`config.mk`:
```
export PLATFORM = sky130hd
export DESIGN_NAME = alu_arbiter
export DESIGN_NICKNAME = d
export VERILOG_FILES = /design/src/rtl/alu_arbiter.sv
export SDC_FILE = /design/constraint.sdc
export NUM_CORES = 1
export LEC_CHECK = 0
export BUFFER_PORTS_ARGS = -buffer_cell sky130_fd_sc_hd__buf_2
export CAP_MARGIN = 20
export CORE_AREA = 2 2 108 110
export DETAILED_ROUTE_END_ITERATION = 10
export DIE_AREA = 0 0 110 112
export PLACE_DENSITY = 0.76
export SLEW_MARGIN = 20
export SYNTH_ARGS = -nofsm -noshare
export SYNTH_HDL_FRONTEND = slang
export SYNTH_SLANG_ARGS = --single-unit
```
`constraint.sdc`:
```
create_clock -name clock -period 1.6 [get_ports clock]
set_input_delay 0.32 -clock clock [delete_from_list [all_inputs] [get_ports clock]]
set_output_delay 0.32 -clock clock [all_outputs]
set_load 0.02 [all_outputs]
```
`src/rtl/alu_arbiter.sv`:
```
// Two-requester arbiter in front of a shared combinational ALU: accept, execute, respond.
// Define ALU_ARB_FIXED_PRIO_EN to make requester 0 win every tie (default is round-robin).
module alu_arbiter #(
   parameter int DATA_W = 32,
   parameter int ALUC_W = 4
) (
   input  logic              clock,
   input  logic              reset,
   input  logic              req0_valid,
   output logic              req0_ready,
   input  logic [DATA_W-1:0] req0_a,
   input  logic [DATA_W-1:0] req0_b,
   input  logic [ALUC_W-1:0] req0_aluc,
   input  logic              req1_valid,
   output logic              req1_ready,
   input  logic [DATA_W-1:0] req1_a,
   input  logic [DATA_W-1:0] req1_b,
   input  logic [ALUC_W-1:0] req1_aluc,
   output logic              rsp0_valid,
   input  logic              rsp0_ready,
   output logic              rsp1_valid,
   input  logic              rsp1_ready,
   output logic [DATA_W-1:0] rsp_s,
   output logic              rsp_z,
   output logic [DATA_W-1:0] alu_a,
   output logic [DATA_W-1:0] alu_b,
   output logic [ALUC_W-1:0] alu_aluc,
   input  logic [DATA_W-1:0] alu_s,
   input  logic              alu_z,
   output logic              busy
);

   typedef enum logic [1:0] {IDLE, EXEC, RESP} state_t;

   state_t            r_state;
   state_t            w_next;
   logic              r_gnt;
   logic [DATA_W-1:0] r_alu_a;
   logic [DATA_W-1:0] r_alu_b;
   logic [ALUC_W-1:0] r_alu_aluc;
   logic [DATA_W-1:0] r_rsp_s;
   logic              r_rsp_z;
   logic              w_pick1;
   logic              w_accept;

`ifdef ALU_ARB_FIXED_PRIO_EN
   assign w_pick1 = req1_valid & ~req0_valid;
`else
   logic r_last;
   // r_last set means requester 1 was granted last, so requester 0 wins a tie.
   assign w_pick1 = req1_valid & (~req0_valid | ~r_last);
`endif

   assign w_accept = (r_state == IDLE) & (req0_valid | req1_valid);

   always_ff @(posedge clock) begin
      if (reset) r_state <= IDLE;
      else       r_state <= w_next;
   end

   always_comb begin
      w_next     = r_state;
      req0_ready = 1'b0;
      req1_ready = 1'b0;
      rsp0_valid = 1'b0;
      rsp1_valid = 1'b0;
      busy       = (r_state != IDLE);
      unique case (r_state)
         IDLE: begin
            if (req0_valid | req1_valid) begin
               req0_ready = ~w_pick1;
               req1_ready = w_pick1;
               w_next     = EXEC;
            end
         end
         EXEC: w_next = RESP;
         RESP: begin
            rsp0_valid = ~r_gnt;
            rsp1_valid = r_gnt;
            if (r_gnt ? rsp1_ready : rsp0_ready) w_next = IDLE;
         end
         default: w_next = IDLE;
      endcase
   end

   // Operand registers drive the ALU directly, so its inputs only move on acceptance.
   always_ff @(posedge clock) begin
      if (reset) begin
         r_gnt      <= 1'b0;
         r_alu_a    <= '0;
         r_alu_b    <= '0;
         r_alu_aluc <= '0;
         r_rsp_s    <= '0;
         r_rsp_z    <= 1'b0;
`ifndef ALU_ARB_FIXED_PRIO_EN
         r_last     <= 1'b1;
`endif
      end else begin
         if (w_accept) begin
            r_gnt      <= w_pick1;
            r_alu_a    <= w_pick1 ? req1_a    : req0_a;
            r_alu_b    <= w_pick1 ? req1_b    : req0_b;
            r_alu_aluc <= w_pick1 ? req1_aluc : req0_aluc;
`ifndef ALU_ARB_FIXED_PRIO_EN
            r_last     <= w_pick1;
`endif
         end
         if (r_state == EXEC) begin
            r_rsp_s <= alu_s;
            r_rsp_z <= alu_z;
         end
      end
   end

   assign alu_a    = r_alu_a;
   assign alu_b    = r_alu_b;
   assign alu_aluc = r_alu_aluc;
   assign rsp_s    = r_rsp_s;
   assign rsp_z    = r_rsp_z;

endmodule

```
Word level (Yosys, flattened, before mapping)
Cells that the tools add are included.
{"block": "classes", "muxes": 13, "eq_ne": 4, "order_cmp": 0, "n_addsub": 0, "shift": 0, "mul": 0, "n_reduce_logical": 3, "bitwise": 8, "div": 0}
{"cell": "$mux W32", "n": 2}
{"cell": "$mux W1", "n": 7}
{"cell": "$pmux W2 S3", "n": 1}
{"cell": "$mux W2", "n": 2}
{"cell": "$mux W4", "n": 1}
{"cell": "$not A1 Y1", "n": 4}
{"cell": "$and A1 B1 Y1", "n": 2}
{"cell": "$eq A2 B1 Y1 const B", "n": 1}
{"cell": "$eq A2 B2 Y1 const B", "n": 1}
{"cell": "$logic_not A2 Y1", "n": 1}
{"cell": "$ne A2 B1 Y1 const B", "n": 1}
{"cell": "$ne A2 B2 Y1 const B", "n": 1}
{"cell": "$or A1 B1 Y1", "n": 2}
{"cell": "$reduce_and A2 Y1", "n": 1}
{"cell": "$reduce_bool A2 Y1", "n": 1}
{"block": "word_totals", "in_bits": 175, "romBits": 0, "ramBits": 0, "n_memories": 0, "output_inout_bits": 106, "elab_cells": 36, "reg_bits": 105, "latch_bits": 0}

Longest topological paths before layout
{"block": "logic_depth", "word_depth": 6, "ltp_mapped": 6}

Worst setup path after synthesis
OpenSTA, ideal clock, no wires.
{"block": "synth_timing", "kind": "input-to-output", "from": "in req0_valid", "to": "out req0_ready", "t_arrival_ps": 1136, "required_ps": 1280, "slack_ps": 144, "path_stages": 4, "n_path_buf": 2, "cell_sequence": "buf_4 a21boi_2 clkbuf_1 nor2_1"}
{"block": "synth_between", "elab_chain_cells": 6, "word_cells_on_any_way": 7}
{"element": "from (decl)", "line_no": "9", "rtl": "input logic req0_valid,"}
{"element": "$not A1 Y1", "line_no": "51", "rtl": "assign w_pick1 = req1_valid & (~req0_valid | ~r_last);"}
{"element": "$or A1 B1 Y1", "line_no": "51"}
{"element": "$and A1 B1 Y1", "line_no": "51"}
{"element": "$not A1 Y1", "line_no": "71", "rtl": "req0_ready = ~w_pick1;"}
{"element": "$mux W1 (*)", "line_no": "70", "rtl": "if (req0_valid | req1_valid) begin"}
{"element": "$mux W1 (*)", "line_no": "68", "rtl": "unique case (r_state)"}
{"element": "to (decl)", "line_no": "10", "rtl": "output logic req0_ready,"}
Mark *: on every way between the ends. The rest lies on a longest branch, timed or not.

Final worst setup path
{"block": "layout_timing", "from": "reg r_state[1]", "to": "out busy"}
{"block": "layout_between", "elab_chain_cells": 1}
{"element": "from (decl)", "line_no": "35", "rtl": "state_t r_state;"}
{"element": "from (signal assigned)", "line_no": "58", "rtl": "else r_state <= w_next;"}
{"element": "$reduce_bool A2 Y1", "line_no": "67", "rtl": "busy = (r_state != IDLE);"}
{"element": "to (decl)", "line_no": "30", "rtl": "output logic busy"}
Every way passes these cells.

==> key figures <==
Run status
  – Run status: finished, final reports clean

Logic synthesis
  – Post-synth net total: 741
  – Synthesized area: 4446 um^2
  – Post-synth ARST share: 0
  – Ranking of synthesized cells by area: dfxtp_1 47%, nand2_1 8.8%, a31oi_1 7.0%, nand4_1 7.0%, a21oi_1 6.0%
  – Top_reg_cell synth: dfxtp_1
  – Syn Inst Count: 566
  – Top cell types by occurrence after synthesis: 105 x dfxtp_1, 104 x nand2_1, 53 x a21oi_1
  – Post-synth EDFFs: 0
  – Cell taking the most area after synthesis: dfxtp_1
  – Most frequent cell after synthesis: dfxtp_1
  – Area share of the largest cell type after synthesis: 0.4728
  – Syn_area_per_cell: 7.854 um^2
  – Flops & latches, synth: 105
  – Ys Warns: 0
  – Netlist cell types: 26
  – Register area share after synthesis: 0.4728

Finish
  – Ant. Diodes: 0
  – Nets: 993
  – Finished Cell Area: 6563 um^2
  – Finished Layout Cells: 966
  – Post-layout util: 0.5873
  – Layout cells sized above 1: 0.4119
  – Synthesis-to-finish area growth: 47.62%
  – # fillers: 1039

GRT
  – Grt ovf: 0
  – First-pass GRT wire length: 24.15 mm
  – Number of global-route vias before repair: 4898
  – Initial antenna violation count: 0
  – Pin count of the biggest net entering global routing: 68
  – GRT Overall Usage: 0.2462

Clock network
  – TritonCTS Buffers: 9
  – H-tree depth: 3
  – Reg clk slew, reported paths: 0.07 ns
  – Sink Count: 105
  – Worst skew pair latency: 0.34 ns
  – Root buf cell: clkbuf_16
  – Longest Clk Path Bufs: 2
  – CTS tree: done

Worst setup path
  – Crit-path max FO: 13
  – Critical Path Sink Type: primary output
  – CP Data Arrival Time: 1.24 ns
  – CP Launch Type: flip-flop
  – CP Data Required Time: 1.28 ns
  – WS Path Type: reg -> out
  – Register-to-Register Path Depth: 6

Timing
  – Final setup violating endpoints: 0
  – Slew @ Worst Pin: 0.4205 ns
  – Max Fclk: 642.3 MHz
  – Final Cycle Share: 0.9730
  – Final hold violation count: 0
  – Unrepaired setup endpoints after global routing: yes
  – Final setup TNS: 0 ns
  – Fin Clk Skew: 0.005568 ns
  – Slew Limit Fails: 0
  – Fin crit period: 1.557 ns
  – Worst setup margin: 0.04313 ns
  – Slew headroom: 0.7190

Placed design
  – Port Buf Inserts: 280
  – Placed cells: 944
  – RePlAce Congestion: 0.8777
  – HPWL Detailed: 10.52 mm
  – Place WS: 0.05331 ns
  – Dpl cell area: 6077 um^2

Power
  – Sequential Power Share: 0.400
  – Clock Power Share: 0.345
  – Sw Ratio: 0.3024
  – Internal power: 0.005202 W
  – Pleak: 2.982 nW
  – Max VDD drop: 0.5394 mV
  – PD cells: 1136 nW/um^2
  – Comb power frac: 0.256
  – Switching power total: 0.002255 W

Routing
  – DR vias/cell: 5.448
  – Routed WL: 15.71 mm
  – Post-DRT Antenna Nets: 0
  – Via count: 5263
  – DRC: 0
  – WL/cell: 16.26 um
  – Initial DRT Pass Iterations: 5
  – DR iter-0 viols: 532

Worst hold path
  – Hold Path Class: in -> reg
  – Min-Delay Path Depth: 3

Floorplan
  – Die ar.: 12320 um^2
  – Core area: 11170 um^2
  – Starting Density: 0.3978
  – Row count: 39
  – DIE WIDTH: 110 um
  – Die Ht: 112 um
  – Boundary Pins: 281

Job
  – Max-Cap Viols: 0
[path summary, 6_finish.rpt]
kind | endpoint | slack [ns] | from
setup / recovery | busy | 0.04 | r_state[1]
setup reg to reg | alu_b[31] | 0.14 | r_state[1]
hold reg to reg | rsp_s[19] | 0.45 | rsp_s[19]
hold / removal | rsp_s[3] | 0.21 | alu_s[3]
[metrics by stage]
step	hold WS, ns	total power (W)
5_1_grt	0.2115	0.007810
3_5_place_dp	0.4437	0.004824
6_report	0.2098	0.007458
3_3_place_gp	0.4399	0.004808
4_1_cts	0.1977	0.007494
2_1_floorplan	0.4560	0.004068
[repair_timing]
action,CTS,global route
setup buffers,3,1
pin swaps,3,2
setup endpoints to repair,4,8
hold buffers,0,0
gates resized for setup,7,8
cloned,2,0
hold endpoints to repair,0,0
[cells by family (layout without fill, tap and decap cells)]
| logic type | after synthesis | count (layout) | share of synthesized area |
|---|---|---|---|
| multiplexers | 1 | 1 | 0.002252 |
| AO/OA/AOI/OAI | 175 | 175 | 0.2297 |
| AND/OR/NAND/NOR | 216 | 216 | 0.2302 |
| buffers and inverters | 69 | 326 | 0.06501 |
| flip-flops | 105 | 105 | 0.4728 |
[cell usage in the layout (no fill, tap or decap)]
| cell type | instances |
|---|---|
| a21bo_2 | 1 |
| nor2b_2 | 1 |
| nand3_1 | 50 |
| dfxtp_1 | 102 |
| nand2b_1 | 1 |
| nand2b_2 | 1 |
| a211o_1 | 1 |
| or2_2 | 1 |
| nand2_2 | 1 |
| a21oi_1 | 53 |
| dfxtp_2 | 3 |
| inv_6 | 1 |
| buf_2 | 276 |
| inv_2 | 2 |
| bufbuf_16 | 2 |
| a21boi_4 | 1 |
| buf_12 | 11 |
| buf_4 | 16 |
| nand2_1 | 103 |
| a311oi_1 | 18 |
| clkbuf_8 | 1 |
| bufinv_16 | 3 |
| buf_6 | 3 |
| a31oi_1 | 50 |
| clkbuf_16 | 9 |
| nor2_4 | 4 |
| mux2i_1 | 1 |
| o21ai_0 | 51 |
| nor2_1 | 1 |
| and3b_1 | 1 |
| nand4_1 | 50 |
| nand3b_1 | 1 |
| clkinvlp_4 | 2 |
| nor3b_1 | 1 |
[power by group through the flow]
| stage | clock network, W | registers (W) | logic [W] |
|---|---|---|---|
| floorplan | 0 | 0.00332 | 0.000748 |
| global placement | 0 | 0.00303 | 0.00178 |
| detailed placement | 0 | 0.00303 | 0.00179 |
| CTS | 0.00262 | 0.00298 | 0.00190 |
| global route | 0.00273 | 0.00301 | 0.00207 |
| finish | 0.00257 | 0.00298 | 0.00191 |
[sequential cells by signal (all words and copies together) (netlist names)]
name	flops
alu_aluc	4
r_last	1
rsp_s	32
alu_a	32
alu_b	32
r_gnt	1
r_state	2
rsp_z	1
[worst max-delay path, stage by stage, from the launching register on]
cell and delay, ns:
dfxtp_2 0.34, nor2_4 0.14, inv_2 0.10, buf_12 0.16, buf_2 0.16
[metal layers]
| layer | up-vias | share of wire | global-route usage |
|---|---|---|---|
| met1 | 2374 | 0.40 | 0.3046 |
| met3 | 30 | 0.095 | 0.05562 |
| li1 | 2566 | - | - |
| met2 | 293 | 0.48 | 0.4110 |
| met5 | - | 0 | 0 |
| met4 | 0 | 0.021 | 0.09451 |
[final cells by class]
cell class | instances | area (um^2) | share of cell area
Sequential cell | 105 | 2106 | 0.3209
Multi-Input combinational cell | 392 | 2097 | 0.3195
Timing Repair Buffer | 308 | 1821 | 0.2774
Clock buffer | 10 | 239.0 | 0.03642
Tap cell | 143 | 178.9 | 0.02726
Clock inverter | 6 | 113.9 | 0.01735
Inverter | 2 | 7.507 | 0.001144
No activity file was read; power rests on OpenSTA's default activity.
